<file path="src/rtl/uart_pkg.sv">
// Shared constants, state encoding and divisor helper for the UART baud engine.
//   BAUD_*      : supported table baud rates
//   calc_div    : clock divisor for a baud rate, round(clk_hz/baud)-1
//   ch_state_t  : per-channel frame sequencing state
package uart_pkg;

  localparam int unsigned BAUD_9600   = 9600;
  localparam int unsigned BAUD_19200  = 19200;
  localparam int unsigned BAUD_57600  = 57600;
  localparam int unsigned BAUD_115200 = 115200;

  typedef enum logic {
    IDLE = 1'b0,
    RUN  = 1'b1
  } ch_state_t;

  // Rounded divisor; the bit period is the returned value plus one clock.
  function automatic int unsigned calc_div(input int unsigned clk_hz,
                                           input int unsigned baud);
    return (clk_hz + baud / 2) / baud - 1;
  endfunction

endpackage

</file>
<file path="src/rtl/baud_channel.sv">
// One UART timing channel: runs FRAME_BITS bit periods after a start pulse.
//   clk, rst       : clock, synchronous active-high reset
//   div            : divisor to latch on the accepting start edge
//   start, stop    : begin frame / abort frame (stop wins)
//   busy           : frame in progress (lags the internal state by one cycle)
//   sample         : mid-bit strobe, 1 cycle
//   bit_end        : end-of-bit strobe, 1 cycle
//   done           : frame complete, coincides with the last bit_end
module baud_channel #(
  parameter int unsigned CNT_W      = 16,
  parameter int unsigned FRAME_BITS = 10
) (
  input  logic             clk,
  input  logic             rst,
  input  logic [CNT_W-1:0] div,
  input  logic             start,
  input  logic             stop,
  output logic             busy,
  output logic             sample,
  output logic             bit_end,
  output logic             done
);
  import uart_pkg::*;

  localparam int unsigned BIT_W = (FRAME_BITS > 1) ? $clog2(FRAME_BITS) : 1;
  localparam logic [BIT_W-1:0] LAST_BIT = BIT_W'(FRAME_BITS - 1);

  ch_state_t        state, state_n;
  logic [CNT_W-1:0] cnt, cnt_n;
  logic [BIT_W-1:0] bitcnt, bitcnt_n;
  logic [CNT_W-1:0] div_q, div_n;
  logic [CNT_W-1:0] half_q, half_n;
  logic             sample_n, bit_end_n, done_n;

  // State, counters, latched divisor and registered strobes.
  always_ff @(posedge clk) begin
    if (rst) begin
      state   <= IDLE;
      cnt     <= '0;
      bitcnt  <= '0;
      div_q   <= '0;
      half_q  <= '0;
      busy    <= 1'b0;
      sample  <= 1'b0;
      bit_end <= 1'b0;
      done    <= 1'b0;
    end else begin
      state   <= state_n;
      cnt     <= cnt_n;
      bitcnt  <= bitcnt_n;
      div_q   <= div_n;
      half_q  <= half_n;
      busy    <= (state == RUN);
      sample  <= sample_n;
      bit_end <= bit_end_n;
      done    <= done_n;
    end
  end

  // Next-state, counter advance and strobe decode.
  always_comb begin
    state_n   = state;
    cnt_n     = cnt;
    bitcnt_n  = bitcnt;
    div_n     = div_q;
    half_n    = half_q;
    sample_n  = 1'b0;
    bit_end_n = 1'b0;
    done_n    = 1'b0;
    case (state)
      IDLE: begin
        cnt_n    = '0;
        bitcnt_n = '0;
        if (start && !stop) begin
          state_n = RUN;
          div_n   = div;
          half_n  = div >> 1;
        end
      end
      RUN: begin
        if (stop) begin
          // Abort drops any strobe that would have fired on this edge.
          state_n  = IDLE;
          cnt_n    = '0;
          bitcnt_n = '0;
        end else begin
          sample_n = (cnt == half_q);
          if (cnt == div_q) begin
            cnt_n     = '0;
            bit_end_n = 1'b1;
            if (bitcnt == LAST_BIT) begin
              done_n   = 1'b1;
              state_n  = IDLE;
              bitcnt_n = '0;
            end else begin
              bitcnt_n = bitcnt + BIT_W'(1);
            end
          end else begin
            cnt_n = cnt + CNT_W'(1);
          end
        end
      end
      default: state_n = IDLE;
    endcase
  end

endmodule

</file>
<file path="src/rtl/uart_baud_engine.sv">
// Two-channel (RX, TX) UART bit-timing engine.
//   clk, rst              : clock, synchronous active-high reset
//   choose                : table baud select (11=9600 10=19200 01=57600 00=115200)
//   cfg_custom, cfg_div   : use cfg_div (clamped to MIN_DIV) instead of the table
//   rx_*/tx_* start, stop : per-channel frame control
//   rx_*/tx_* busy, sample, bit_end, done : per-channel status and strobes
module uart_baud_engine #(
  parameter int unsigned CLK_HZ     = 50_000_000,
  parameter int unsigned CNT_W      = 16,
  parameter int unsigned FRAME_BITS = 10,
  parameter int unsigned MIN_DIV    = 3
) (
  input  logic             clk,
  input  logic             rst,
  input  logic [1:0]       choose,
  input  logic             cfg_custom,
  input  logic [CNT_W-1:0] cfg_div,
  input  logic             rx_start,
  input  logic             rx_stop,
  output logic             rx_busy,
  output logic             rx_sample,
  output logic             rx_bit_end,
  output logic             rx_done,
  input  logic             tx_start,
  input  logic             tx_stop,
  output logic             tx_busy,
  output logic             tx_sample,
  output logic             tx_bit_end,
  output logic             tx_done
);
  import uart_pkg::*;

  // 9600 gives the largest divisor, so it alone bounds the counter width.
  if ((calc_div(CLK_HZ, BAUD_9600) >> CNT_W) != 0) begin : g_div_range
    $error("CNT_W too narrow for the 9600 baud divisor");
  end

  localparam logic [CNT_W-1:0] DIV_9600   = CNT_W'(calc_div(CLK_HZ, BAUD_9600));
  localparam logic [CNT_W-1:0] DIV_19200  = CNT_W'(calc_div(CLK_HZ, BAUD_19200));
  localparam logic [CNT_W-1:0] DIV_57600  = CNT_W'(calc_div(CLK_HZ, BAUD_57600));
  localparam logic [CNT_W-1:0] DIV_115200 = CNT_W'(calc_div(CLK_HZ, BAUD_115200));
  localparam logic [CNT_W-1:0] DIV_MIN    = CNT_W'(MIN_DIV);

  logic [CNT_W-1:0] div_sel;

  // Divisor offered to both channels; each latches it on its own start.
  always_comb begin
    div_sel = DIV_115200;
    if (cfg_custom) begin
      div_sel = (cfg_div < DIV_MIN) ? DIV_MIN : cfg_div;
    end else begin
      case (choose)
        2'b11:   div_sel = DIV_9600;
        2'b10:   div_sel = DIV_19200;
        2'b01:   div_sel = DIV_57600;
        default: div_sel = DIV_115200;
      endcase
    end
  end

  baud_channel #(.CNT_W(CNT_W), .FRAME_BITS(FRAME_BITS)) u_rx (
    .clk     (clk),
    .rst     (rst),
    .div     (div_sel),
    .start   (rx_start),
    .stop    (rx_stop),
    .busy    (rx_busy),
    .sample  (rx_sample),
    .bit_end (rx_bit_end),
    .done    (rx_done)
  );

  baud_channel #(.CNT_W(CNT_W), .FRAME_BITS(FRAME_BITS)) u_tx (
    .clk     (clk),
    .rst     (rst),
    .div     (div_sel),
    .start   (tx_start),
    .stop    (tx_stop),
    .busy    (tx_busy),
    .sample  (tx_sample),
    .bit_end (tx_bit_end),
    .done    (tx_done)
  );

endmodule

</file>
<file path="config.mk">
export PLATFORM = sky130hd
export DESIGN_NAME = uart_baud_engine
export DESIGN_NICKNAME = d
export VERILOG_FILES = /design/src/rtl/uart_pkg.sv /design/src/rtl/baud_channel.sv /design/src/rtl/uart_baud_engine.sv
export SDC_FILE = /design/constraint.sdc
export NUM_CORES = 1
export LEC_CHECK = 0
export CORE_ASPECT_RATIO = 1.25
export CORE_MARGIN = 2
export CORE_UTILIZATION = 55
export CTS_BUF_LIST = sky130_fd_sc_hd__clkbuf_16
export CTS_CLUSTER_DIAMETER = 100
export CTS_CLUSTER_SIZE = 16
export DETAILED_ROUTE_END_ITERATION = 16
export HOLD_SLACK_MARGIN = 0.1
export PLACE_DENSITY = 0.76
export SYNTH_ARGS = -nofsm -noshare
export SYNTH_HDL_FRONTEND = slang
export SYNTH_SLANG_ARGS = --single-unit
</file>
<file path="constraint.sdc">
create_clock -name clk -period 1.9 [get_ports clk]
set_input_delay 0.38 -clock clk [delete_from_list [all_inputs] [get_ports clk]]
set_output_delay 0.38 -clock clk [all_outputs]
set_load 0.005 [all_outputs]
</file>
## Word level (Yosys, flattened, before mapping)

Index checks and enable logic that the tools add are counted.

- Magnitude comparators: 1
- Add/subtract/negate cells: 4
- Bitwise gates (word level): 4
- Equal/unequal tests: 11
- Multiplexer cells: 31
- Reduce and logical (&&, ||, !) cells: 10

Operators by type and width:

| cell | number |
|---|---|
| $mux W16 | 6 |
| $pmux W16 S2 | 2 |
| $pmux W13 S3 | 1 |
| $add A16 B1 Y16 const B | 2 |
| $eq A16 B15 Y1 | 2 |
| $eq A16 B16 Y1 | 2 |
| $mux W4 | 6 |
| $lt A16 B2 Y1 const B | 1 |
| $pmux W4 S2 | 2 |
| $mux W1 | 12 |
| $add A4 B1 Y4 const B | 2 |
| $eq A4 B4 Y1 const B | 2 |
| $reduce_or A4 Y1 | 2 |
| $ne A3 B3 Y1 const B | 2 |
| $reduce_or A3 Y1 | 2 |
| $eq A2 B2 Y1 const B | 2 |
| $not A1 Y1 | 4 |
| $pmux W1 S2 | 2 |
| $reduce_and A2 Y1 | 2 |
| $eq A2 B1 Y1 const B | 1 |
| $logic_and A1 B1 Y1 | 2 |
| $logic_not A1 Y1 | 2 |

- Input port bits: 25
- Logic and storage cells: 79
- Register bits after elaboration: 112
- Output and inout bits: 8

## Depth between registers and ports, before layout

- Depth in word-level cells: 5
- Depth in mapped cells: 8

## Hierarchy

Synthesis repeated with hierarchy kept, for this count alone.

- Cells, all modules: 504
- Area total of the unflattened synthesis: 4249.1 um2

By module, submodules not included:

| module | instances | cells an instance | area each (um2) | seq. area each (um2) |
|---|---|---|---|---|
| baud_channel | 2 | 229 | 1973.1 | 820.8 |
| uart_baud_engine | 1 | 46 | 302.8 | 0.0 |

## Least setup slack after synthesis

No wires, ideal clock.

- Kind: register to register
- Start: reg u_tx.cnt[7]
- End: reg u_tx.cnt[0]
- Period minus slack after synthesis: 1.733 ns
- Required time: 1.778 ns
- Data arrival time: 1.611 ns
- Slack: 0.167 ns
- Cell stages (with the launch flop): 9
- Setup time: 0.122 ns
- Cells stage by stage: dfxtp_1 -> clkbuf_1 -> xnor2_1 -> nand4_1 -> nor4_4 -> nand2b_1 -> buf_4 -> buf_6 -> nor2_1

- Word-level cells in the longest chain between the ends: 4

RTL lines:

| what | RTL line | text |
|---|---|---|
| start: declaration | baud_channel.sv:29 | `logic [CNT_W-1:0] cnt, cnt_n;` |
| start signal: assignment | baud_channel.sv:49 | `cnt <= cnt_n;` |
| $eq A16 B16 Y1 | baud_channel.sv:88 | `if (cnt == div_q) begin` |
| $mux W16 | baud_channel.sv:88 |  |
| $mux W16 | baud_channel.sv:81 | `if (stop) begin` |
| $pmux W16 S2 | baud_channel.sv:70 | `case (state)` |

No other way between the ends.
A chain may end at the register's enable or synchronous reset.

## Worst setup path after layout

- Start: reg u_tx.div_q[4]
- End: reg u_tx.bitcnt[1]

- Word-level cells in the longest chain between the ends: 2

RTL lines:

| what | RTL line | text |
|---|---|---|
| start: declaration | baud_channel.sv:31 | `logic [CNT_W-1:0] div_q, div_n;` |
| start signal: assignment | baud_channel.sv:51 | `div_q <= div_n;` |
| $eq A16 B16 Y1 | baud_channel.sv:88 |  |
| $ne A3 B3 Y1 (no source line) | -- |  |
| end signal: assignment | baud_channel.sv:50 | `bitcnt <= bitcnt_n;` |
| end: declaration | baud_channel.sv:30 | `logic [BIT_W-1:0] bitcnt, bitcnt_n;` |

No other way between the ends.

==> out/results.ini <==
[pwr]
peakVddDrop_v = 0.000590
cellPowerDensity_mw_per_mm2 = 806
power.leakage_nw = 1.97

[detailed_routing]
vias = 3466
route.met2.wl_mm = 5.02
drtIter0Drc = 126
top_layer_used = met4
viasPerCell = 5.50
wl_met3_um = 244
wl_met1_mm = 3.96
antenna_left = 0
routed_wl_mm = 9.64
dr.pass1.iters = 4
wl_per_cell_um = 15.3
route.detailed.drc = 0

[synth]
synthCells = 475
synth_common_cells = dfxtp_1, nor2_1, xnor2_1
synth_compound_area_frac = 0.0725
synthTopCellsByArea = dfxtp_1, xnor2_1, xor2_1
syn_area_mm2 = 0.00411
ys_async_sr_fraction = 0
yosysTopAreaCell = dfxtp_1
ys_warn_count = 0
synthMuxAreaShare = 0.0174
synth_enable_flop_cells = 0
synthAdderAreaFrac = 0.0335
synth_top_family_by_area = simple AND/OR/NAND/NOR gates
synth_cell_types = 37
synthXorXnorAreaFrac = 0.192
yosysSeqAreaShare = 0.400
synth-simple-area-share = 0.241
synth_flop_cell = dfxtp_1
netlist.area_leader.share = 0.400
synth_fp_nets = 511
avgSynthCellArea_um2 = 8.64
synth_seq_cells = 82
synth.most_common_cell = dfxtp_1

[floorplan]
rows = 35
coreArea_mm2 = 0.00731
dieArea_mm2 = 0.00818
start_util = 0.561
die_y_um = 101
io_pins = 33
die_w_um = 81.3

[place]
hpwl_mm = 7.29
io_buffers = 32
place_congestion = 0.876
dpl_cell_area_mm2 = 0.00473

[timing]
report.final.hold_viol_count = 0
fmax_mhz = 584
final-setup-viol-count = 0
fin_skew_ns = 0.00841
min_period_over_period = 0.902
relSlewSlack = 0.632
final_max_slew_viol_count = 0
setup-tns-final_ns = 0
tightest_slew_ns = 0.551
grt_setup_unrepaired = false
fin_crit_ns = 1.71

[flow_run]
maxCapViolCount = 0

[global_route]
track_usage = 0.255
overflow = 0
grt_pass1_wl_mm = 16.0
grt_pass1_vias = 3428
grt_antenna_before_repair = 0
grt_start_max_net_pins = 34

[clock_tree]
clk_latency_ns = 0.33
cts.clk_slew.worst_paths_ns = 0.06
cts_max_path_buffers = 2
cts_root_buf = clkbuf_16
cts.sinks = 82
cts_made_buffers = 9
ctsResizeCount = 0
cts_tree = yes
htreeDepth = 3
postCtsSetupBuffers = 0
cts_hold_buf = 0

[cells_and_area]
fin_area_mm2 = 0.00504
diodes = 0
area_growth_pct = 22.9
drive_gt1_frac = 0.112
fillers = 572
fin_nets = 569

[critical_path]
timing_worst_setup_path_type = flop to flop
crit_arrival_ns = 1.93
path_cells = xnor2_1 > nand4_1 > nor4_4 > buf_4 > mux2i_1 > nor2_1
regToRegSetupSlack_ns = 0.19
end_kind = flop
cp_slowest_cell = nor4_4
crit_fanout = 6
critPathBufInv = 1
required_ns = 2.12
crit_path_start_kind = flop
path_delay_family = simple AND/OR/NAND/NOR gates
crit_path_max_incr_delay_ns = 0.41

[worst_hold_path]
hp-class = flop to flop

[status]
run_status = finished, final reports clean

==> through the flow <==
stage,power (mW),worst slack (ns),hold slack [ns],util,std cells
6_report,4.07,0.186,0.473,0.690,630
5_1_grt,4.22,0.0748,0.486,0.690,630
4_1_cts,4.10,0.182,0.474,0.690,630
3_5_place_dp,2.27,-0.0123,0.469,0.646,614
3_3_place_gp,2.26,0.00342,0.451,0.646,614
2_1_floorplan,2.09,0.167,0.442,-,475
==> power breakdown <==
| group | leakage, nW | switching, mW | internal (mW) | total [mW] |
|---|---|---|---|---|
| registers | 0.666 | 0.0528 | 1.76 | 1.82 |
| clock network | 0.157 | 0.673 | 1.15 | 1.82 |
| logic | 1.14 | 0.216 | 0.212 | 0.428 |
| total | 1.97 | 0.942 | 3.13 | 4.07 |
==> layout make-up <==
type                            instances  area (µm²)  area share
Inverter                                8        30.0     0.00595
Tap cell                               92         115      0.0228
Clock buffer                            9         225      0.0446
Multi-Input combinational cell        359        2290       0.453
Clock inverter                          7        93.8      0.0186
Sequential cell                        82        1640       0.325
Timing Repair Buffer                   73         653       0.129
==> per-layer routing <==
metal / global-route usage / vias to the layer above
met4: 0.158 / 0
li1: - / 1724
met5: 0 / -
met2: 0.443 / 63
met3: 0.0493 / 32
met1: 0.280 / 1647
==> worst register-to-register path: stages (launching register included) <==
cell and delay, ns:
dfxtp_1 0.39, xnor2_1 0.16, nand4_1 0.20, nor4_4 0.41, buf_4 0.22, mux2i_1 0.18, nor2_1 0.05
==> cell families after synthesis <==
group	Yosys count
simple gates	205
compound gates	46
xor+xnor	90
buf+inv	34
mux	7
flops	82
fa+ha+maj	11
==> final timing paths <==
kind	start	end	cells after the start
worst max register to register	u_tx.div_q[4]	u_tx.bitcnt[1]	6
worst max-delay path	u_tx.div_q[4]	u_tx.bitcnt[1]	6
worst min register to register	u_tx.bitcnt[3]	u_tx.bitcnt[3]	1
worst min-delay path	u_tx.bitcnt[3]	u_tx.bitcnt[3]	1
==> sequential cells by signal, summed over array words and instances, names as in the netlist <==
| signal | flops |
|---|---|
| u_rx.bit_end | 1 |
| u_rx.bitcnt | 4 |
| u_rx.busy | 1 |
| u_rx.cnt | 16 |
| u_rx.div_q | 16 |
| u_rx.done | 1 |
| u_rx.sample | 1 |
| u_rx.state | 1 |
| u_tx.bit_end | 1 |
| u_tx.bitcnt | 4 |
| u_tx.busy | 1 |
| u_tx.cnt | 16 |
| u_tx.div_q | 15 |
| u_tx.done | 1 |
| u_tx.half_q | 1 |
| u_tx.sample | 1 |
| u_tx.state | 1 |
==> cell usage in the layout, fill, tap and decap left out, types with 2 or more instances in the layout <==
master,Yosys,final
ha_1,11,11
nand2b_1,5,5
or3_1,2,2
and4_1,3,3
clkbuf_16,0,9
a21boi_0,2,2
o21ai_0,4,4
nand3_1,24,24
and2_0,2,2
a41oi_1,3,3
o22ai_1,4,4
inv_1,8,9
nor2b_1,5,5
nor4_4,2,2
buf_4,2,39
dfxtp_1,82,82
clkdlybuf4s50_1,0,32
nor4_1,11,11
a211oi_1,9,9
a311oi_1,4,4
nor2_1,74,74
bufinv_16,0,2
buf_12,0,2
nand4_1,11,11
mux2i_1,6,6
o21bai_1,2,2
xnor2_1,49,49
a21oi_1,17,17
and3_1,10,10
nor3_1,10,10
xor2_1,41,41
nand2_1,41,41
and2_1,4,4
Power figures use the tool's default switching activity.
